$ cat config.mk
export PLATFORM = sky130hd
export DESIGN_NAME = spi_ram_ctrl_flat
export DESIGN_NICKNAME = d
export VERILOG_FILES = /design/src/rtl/spi_ram_ctrl_if.sv /design/src/rtl/spi_ram_ctrl.sv /design/src/flat_wrapper.sv
export SDC_FILE = /design/constraint.sdc
export NUM_CORES = 2
export LEC_CHECK = 0
export ABC_AREA = 1
export BUFFER_PORTS_ARGS = -buffer_cell sky130_fd_sc_hd__clkbuf_2
export CAP_MARGIN = 20
export CORE_UTILIZATION = 35
export DETAILED_ROUTE_END_ITERATION = 10
export SYNTH_ARGS = -nofsm -noshare
export SYNTH_HDL_FRONTEND = slang
export SYNTH_SLANG_ARGS = --single-unit
$ cat constraint.sdc
create_clock -name clk -period 2.5 [get_ports clk]
set_input_delay 0.25 -clock clk [delete_from_list [all_inputs] [get_ports clk]]
set_output_delay 0.25 -clock clk [all_outputs]
set_load 0.05 [all_outputs]
$ cat src/rtl/spi_ram_ctrl_if.sv
// Word-level link between the SPI slave (master side) and the RAM controller (slave side).
interface spi_ram_ctrl_if;
    logic [9:0] din;
    logic       rx_valid;
    logic [7:0] dout;
    logic       tx_valid;

    modport master (output din, rx_valid, input  dout, tx_valid);
    modport slave  (input  din, rx_valid, output dout, tx_valid);
endinterface

$ cat src/rtl/spi_ram_ctrl.sv
// Command-decoding single-port RAM behind the SPI slave: each rx_valid rise carries
// one 2-bit command plus 8-bit payload (set/write/read address pointers and data).
module spi_ram_ctrl #(
    parameter int MEM_DEPTH = 256,
    parameter int ADDR_SIZE = 8,
    parameter int AUTO_INC  = 1
) (
    input  logic             clk,
    input  logic             rst,
    spi_ram_ctrl_if.slave    bus
);
    typedef enum logic [1:0] {
        CMD_WADDR = 2'b00,
        CMD_WDATA = 2'b01,
        CMD_RADDR = 2'b10,
        CMD_RDATA = 2'b11
    } cmd_e;

    logic [7:0]           mem [MEM_DEPTH];

    logic                 rx_valid_q;
    logic [ADDR_SIZE-1:0] wr_ptr_q, wr_ptr_d;
    logic [ADDR_SIZE-1:0] rd_ptr_q, rd_ptr_d;
    logic [7:0]           dout_q, dout_d;
    logic                 tx_valid_q, tx_valid_d;
    logic                 we;
    logic                 accept;
    cmd_e                 cmd;
    logic [7:0]           payload;

    assign accept  = bus.rx_valid & ~rx_valid_q;
    assign cmd     = cmd_e'(bus.din[9:8]);
    assign payload = bus.din[7:0];

    always_comb begin
        wr_ptr_d   = wr_ptr_q;
        rd_ptr_d   = rd_ptr_q;
        dout_d     = dout_q;
        tx_valid_d = tx_valid_q;
        we         = 1'b0;
        if (accept) begin
            // Any accepted word other than a read ends the current tx byte.
            tx_valid_d = 1'b0;
            unique case (cmd)
                CMD_WADDR: wr_ptr_d = ADDR_SIZE'(payload);
                CMD_WDATA: begin
                    we = 1'b1;
                    if (AUTO_INC != 0) wr_ptr_d = wr_ptr_q + ADDR_SIZE'(1);
                end
                CMD_RADDR: rd_ptr_d = ADDR_SIZE'(payload);
                CMD_RDATA: begin
                    dout_d     = mem[rd_ptr_q];
                    tx_valid_d = 1'b1;
                    if (AUTO_INC != 0) rd_ptr_d = rd_ptr_q + ADDR_SIZE'(1);
                end
                default: ;
            endcase
        end
    end

    always_ff @(posedge clk) begin
        if (rst) begin
            rx_valid_q <= 1'b0;
            wr_ptr_q   <= '0;
            rd_ptr_q   <= '0;
            dout_q     <= '0;
            tx_valid_q <= 1'b0;
        end else begin
            rx_valid_q <= bus.rx_valid;
            wr_ptr_q   <= wr_ptr_d;
            rd_ptr_q   <= rd_ptr_d;
            dout_q     <= dout_d;
            tx_valid_q <= tx_valid_d;
        end
    end

    // Array is not reset so contents survive rst; a write arriving during rst is dropped.
    always_ff @(posedge clk) begin
        if (!rst && we) mem[wr_ptr_q] <= payload;
    end

    assign bus.dout     = dout_q;
    assign bus.tx_valid = tx_valid_q;
endmodule

$ cat src/flat_wrapper.sv
// flat-port wrapper written by rule: the top's interface ports become plain ports
module spi_ram_ctrl_flat 
#(
    parameter int MEM_DEPTH = 256,
    parameter int ADDR_SIZE = 8,
    parameter int AUTO_INC  = 1
)
  (clk, rst, bus_din, bus_rx_valid, bus_dout, bus_tx_valid);
  spi_ram_ctrl_if bus_i ();
  input  logic clk;
  input  logic rst;
  input wire logic [$bits(bus_i.din)-1:0] bus_din;
  input wire logic [$bits(bus_i.rx_valid)-1:0] bus_rx_valid;
  output wire logic [$bits(bus_i.dout)-1:0] bus_dout;
  output wire logic [$bits(bus_i.tx_valid)-1:0] bus_tx_valid;
  assign bus_i.din = bus_din;
  assign bus_i.rx_valid = bus_rx_valid;
  assign bus_dout = bus_i.dout;
  assign bus_tx_valid = bus_i.tx_valid;
  spi_ram_ctrl #(.MEM_DEPTH(MEM_DEPTH), .ADDR_SIZE(ADDR_SIZE), .AUTO_INC(AUTO_INC)) u_core (.clk(clk), .rst(rst), .bus(bus_i));
endmodule
; ---- Word-level counts from Yosys, hierarchy flattened
; Memory sizes are Yosys's and may differ from the RTL's. A register that Yosys moved wholly into a read port is not among the register bits.
; Index checks and enable logic that the tools add are counted.
; Widths: inputs -> output; s select.
[classes]
n_eq_ne = 3
n_mux = 7
n_bitwise = 2
reduce_logical = 8
n_addsub = 2
[op_table]
columns = cell, n
row1 = $pmux 8 s2, 2
row2 = $add 8x1->8 const B, 2
row3 = $reduce_and 2->1, 3
row4 = $mux 1, 5
row5 = $eq 2x2->1 const B, 2
row6 = $reduce_bool 2->1, 2
row7 = $eq 2x1->1 const B, 1
row8 = $logic_not 2->1, 1
row9 = $and 1x1->1, 1
row10 = $logic_and 1x1->1, 1
row11 = $logic_not 1->1, 1
row12 = $not 1->1, 1
[word_totals]
reg_bits = 18
mem_count = 1
ram_bits = 2048
out_inout_bits = 9
input_bits = 13
wordCells = 27
[mem_list]
columns = memory, depth, word_bits, rd, rd_clocked_by_memory_dff, wr, line
row1 = u_core.mem, 256, 8, 1, 1, 1, spi_ram_ctrl.sv:19  ; logic [7:0] mem [MEM_DEPTH];

; ---- Depth between registers and ports, before layout
[depth]
ltp_word = 6
depth_mapped = 21
depth_no_buf = 17

; ---- Worst setup path after synthesis
; No wires, ideal clock.
[synth_path]
path_type = input -> register
start = input bus_din[8]
end = memory u_core.mem[104][0], enable pin
path_stages = 9
path_slack_ns = 0.313
t_required_ns = 2.130
arrival_time_ns = 1.816
path_buffers = 1
setup_ns = 0.370
cell_sequence = inv_1 -> nor2_1 -> inv_1 -> nor2_1 -> inv_1 -> nor2_1 -> nand2_1 -> clkbuf_1 -> nor2_1
[synth_between]
elab_chain_cells = 6
[synth_lines]
columns = item, line
row1 = from (decl), flat_wrapper.sv:12  ; input wire logic [$bits(bus_i.din)-1:0] bus_din;
row2 = $eq 2x1->1, spi_ram_ctrl.sv:44  ; unique case (cmd)
row3 = $mux 1, spi_ram_ctrl.sv:44
row4 = $mux 1, spi_ram_ctrl.sv:41  ; if (accept) begin
row5 = $logic_and 1x1->1, spi_ram_ctrl.sv:79  ; if (!rst && we) mem[wr_ptr_q] <= payload;
row6 = $mux 1, spi_ram_ctrl.sv:79
row7 = $mux 1 (implied by the code), spi_ram_ctrl.sv:79
row8 = to (decl), spi_ram_ctrl.sv:19
; Every way passes these cells.

==> impl_summary.log <==
INFO  metric nNetsFinal = 8463
INFO  metric average_footprint_of_a_synthesized_cell = 10.98 um^2
INFO  metric class_of_the_worst_hold_path = in2reg
INFO  metric timing.critical_path.slowest_cell_delay = 0.36 ns
INFO  metric reg_power_share = 50.2%
INFO  metric timing.critical_path.mode_cell = sky130_fd_sc_hd__nand2_1
INFO  metric timing.final.ws_setup = -0.06712 ns
INFO  metric routed_wl = 264.4 mm
INFO  metric tritoncts.num_buffers = 211
INFO  metric total_track_usage = 20.53%
INFO  metric drt-vias-per-instance = 5.104
INFO  metric status = finished with violations
INFO  metric drv.max_cap_violation_count = 0
INFO  metric power.density_cell_area = 727.5 nW/um^2
INFO  metric portBuffers = 21
INFO  metric detailed_place_hpwl = 158.0 mm
INFO  metric initialDrtViolationCount = 7227
INFO  metric clock_path_buffers = 3
INFO  metric crit_required = 3.33 ns
INFO  metric design.portCount = 22
INFO  metric critPathArrivalTime = 3.40 ns
INFO  metric grt_pass1_wl = 384.3 mm
INFO  metric power.net_switching = 18.03 mW
INFO  metric post_route_cells_drive_above_1_share = 14.15%
INFO  metric yosysWarningCount = 0
INFO  metric clock_tree_from_tritoncts = yes
INFO  metric min_period_over_period = 102.7%
INFO  metric globalRouteOverflowTotal = 0
INFO  metric detail_route.wl_per_cell = 22.12 um
INFO  metric grt_pass1_vias = 58730
INFO  metric power.share.combinational = 8.2%
INFO  metric fp.dieArea = 250400 um^2
INFO  metric clk_pin_slew = 0.06 ns
INFO  metric ys_seq_elements = 2074
INFO  metric syn_nets = 7936
INFO  metric rsz0062_at_grt = true
INFO  metric yosys.cell_types.count = 32
INFO  metric peak_supply_drop = 0.0006568 V
INFO  metric cp_slowest_cell = sky130_fd_sc_hd__dfxtp_4
INFO  metric cts-htree-levels = 4
INFO  metric p_clk_share = 41.5%
INFO  metric floorplan.rows = 182
INFO  metric place.gp.congestion = 0.8845
INFO  metric flow.area_growth_from_synthesis = 20.38%
INFO  metric timing_max_transition_violations_final = 0
INFO  metric timing.clock.skew = 0.05441 ns
INFO  metric die-height = 500.4 um
INFO  metric cts.root.buffer_cell = sky130_fd_sc_hd__clkbuf_16
INFO  metric floorplan.initialDensity = 35.28%
INFO  metric seq_area = 62030 um^2
INFO  metric start_kind = flip-flop
INFO  metric grt_util_met1 = 27.75%
INFO  metric sink_count = 2074
INFO  metric final_total_pwr = 76.13 mW
INFO  metric maxClockFrequency = 389.5 MHz
INFO  metric core-area = 246400 um^2
INFO  metric place_ws = -0.2109 ns
INFO  metric total_leakage_power = 39.40 nW
INFO  metric synthesis.area = 86920 um^2
INFO  metric timing.critical_path.fanout_max = 17
INFO  metric detail_route.first_pass.iterations = 9
INFO  metric slew_at_the_pin_with_the_worst_max_slew_slack = 0.7333 ns
INFO  metric sw_frac_of_total = 23.69%
INFO  metric finalSetupViolCount = 7
INFO  metric internal_power = 58.09 mW
INFO  metric failing_checks = negative setup slack
INFO  metric finalHoldWorstSlack = 0.4601 ns
INFO  metric ys_seq_area_share = 71.35%
INFO  metric use_met3 = 3.702%
INFO  metric synth-async-reset-ratio = 0%
INFO  metric critPathCaptureType = flip-flop
INFO  metric area_occupied_by_multi_input_gates = 20960 um^2
INFO  metric number_of_antenna_violating_nets_in_the_routed_design = 0
INFO  metric timing.setup.critical_path_class = reg2reg
INFO  metric remaining_drc_errors = 0
INFO  metric number_of_flops_mapped_to_enable_cells_by_yosys = 2048
INFO  metric clk-insertion-delay-late = 0.88 ns
INFO  metric die_width = 500.4 um
INFO  metric synth_ff_type = sky130_fd_sc_hd__edfxtp_1
INFO  metric worstPathCellList = buf_12, inv_16, buf_16, buf_12, buf_16, nand2_1, nand2_1, nand2_1, nand3_1, nand3_1, nand2_1, nand3_2, buf_4, nand3_1, nand3_2, nand3_1, nand2_1, inv_1
INFO  metric nFillCells = 22850
INFO  metric vias = 60990
INFO  metric period_minus_slack = 2.567 ns
INFO  metric grt_start_max_net_pins = 80
INFO  metric slew_headroom = 51.00%
INFO  metric finalHoldViolations = 0
INFO  metric antenna_found_initial = 8
INFO  metric synth_cells = 7918
INFO  metric globalRouteMet2Util = 32.70%
INFO  metric busiest_layer = met2
-- through the flow --
| stage | cells | util [%] | setup TNS, ns | area (um^2) |
|---|---|---|---|---|
| global route | 11950 | 42.47 | -0.7727 | 104600 |
| global placement | 11460 | 38.77 | -1.057 | 95530 |
| floorplan | 7918 | - | 0 | 86920 |
| detailed placement | 11460 | 38.77 | -0.7904 | 95530 |
| CTS | 11920 | 42.11 | 0 | 103800 |
| finish | 11950 | 42.47 | -0.1859 | 104600 |
-- what timing repair did --
| action | in CTS | in global routing |
|---|---|---|
| setup endpoints to repair | 8 | 8 |
| pin swaps | 15 | 17 |
| hold buffers | 13 | 0 |
| gates cloned | 20 | 16 |
| buffers inserted | 23 | 11 |
| hold endpoints to repair | 364 | 0 |
| gates resized for setup | 100 | 110 |
-- critical path: cells and delay by family, from the launching register on --
kind | cells | cell delay (ns)
AND/OR/NAND/NOR | 11 | 1.09
buffers and inverters | 7 | 1.02
flip-flops | 1 | 0.36
-- routing by layer --
layer	vias up	share of wire, %	routed length (um)
li1	27850	-	-
met1	29900	41	107300
met5	-	0.014	36
met4	6	4.1	10740
met3	489	9.2	24340
met2	2748	46	122000
-- state kept, by name, summed over array words and instances, names as in the netlist --
| register | flops |
|---|---|
| u_core.bus.dout | 8 |
| u_core.mem | 2048 |
| u_core.wr_ptr_q | 8 |
| u_core.rd_ptr_q | 8 |
| u_core.bus.tx_valid | 1 |
| u_core.rx_valid_q | 1 |
-- layout make-up --
cell class | count | share of cell area (%)
clock buffers | 250 | 5.227
flip-flops and latches | 2074 | 59.28
repair buffers | 779 | 8.111
inverters | 525 | 1.913
clock inverters | 148 | 1.407
well taps | 3312 | 3.960
repair inverters | 3 | 0.05381
multi-input cells | 4851 | 20.03
diodes | 7 | 0.01674
-- cell families (layout without fill, tap and decap cells) --
logic type      after synthesis  in the layout  synth area share [%]
compound gates              833            833                 5.163
xor+xnor                      5              5               0.05038
fa+ha+maj                     5              5               0.07197
buf+inv                     993           1705                 5.084
flops                      2074           2074                 71.35
other cells                   0              7                     0
simple gates               4008           4008                 18.28
-- power by group through the flow --
| stage | Clock (mW) | Sequential [mW] | Combinational [mW] |
|---|---|---|---|
| floorplan | 0 | 39.0 | 2.77 |
| global placement | 0 | 39.0 | 5.52 |
| detailed placement | 0 | 39.0 | 5.56 |
| CTS | 32.0 | 38.2 | 5.97 |
| global route | 33.3 | 38.2 | 6.71 |
| finish | 31.6 | 38.2 | 6.27 |
-- synthesized netlist by cell type, types with 26 or more instances --
master	count	share of area, %
sky130_fd_sc_hd__a21oi_1	104	0.60
sky130_fd_sc_hd__clkbuf_1	133	0.57
sky130_fd_sc_hd__buf_1	33	0.14
sky130_fd_sc_hd__o211ai_1	110	0.95
sky130_fd_sc_hd__nor2_1	1339	5.8
sky130_fd_sc_hd__buf_2	230	1.3
sky130_fd_sc_hd__o21ai_1	88	0.51
sky130_fd_sc_hd__buf_6	29	0.38
sky130_fd_sc_hd__buf_4	40	0.35
sky130_fd_sc_hd__dfxtp_1	26	0.60
sky130_fd_sc_hd__o21ai_0	511	2.9
sky130_fd_sc_hd__inv_1	502	2.2
sky130_fd_sc_hd__nand2_1	2011	8.7
sky130_fd_sc_hd__nand3_1	636	3.7
sky130_fd_sc_hd__edfxtp_1	2048	71
-- final timing paths --
kind                              startpoint                         endpoint  slack, ns  cells after the start
min                               bus_din[2]      u_core.mem[41][2]$_DFFE_PP_       0.46                      2
min reg2reg  u_core.rd_ptr_q[5]$_SDFFE_PP0P_  u_core.rd_ptr_q[5]$_SDFFE_PP0P_       0.54                      2
max          u_core.rd_ptr_q[0]$_SDFFE_PP0P_  u_core.bus.dout[5]$_SDFFE_PP0P_      -0.07                     18
max reg2reg  u_core.rd_ptr_q[0]$_SDFFE_PP0P_  u_core.bus.dout[5]$_SDFFE_PP0P_      -0.07                     18
-- cells in the final DEF, fill, tap and decap left out, types with 30 or more instances in the layout --
master	Yosys	layout
sky130_fd_sc_hd__edfxtp_1	2048	2048
sky130_fd_sc_hd__nand2_1	2011	1965
sky130_fd_sc_hd__nor2_1	1339	1313
sky130_fd_sc_hd__nand3_1	636	604
sky130_fd_sc_hd__buf_4	40	559
sky130_fd_sc_hd__inv_1	502	499
sky130_fd_sc_hd__o21ai_0	511	493
sky130_fd_sc_hd__clkbuf_16	0	229
sky130_fd_sc_hd__buf_12	0	113
sky130_fd_sc_hd__o211ai_1	110	110
sky130_fd_sc_hd__o21ai_1	88	104
sky130_fd_sc_hd__a21oi_1	104	87
sky130_fd_sc_hd__clkinv_1	20	72
sky130_fd_sc_hd__clkinv_2	0	48
sky130_fd_sc_hd__nand2_2	0	43
sky130_fd_sc_hd__clkbuf_1	133	37
sky130_fd_sc_hd__nand3_2	0	30
Power figures use the tool's default switching activity.
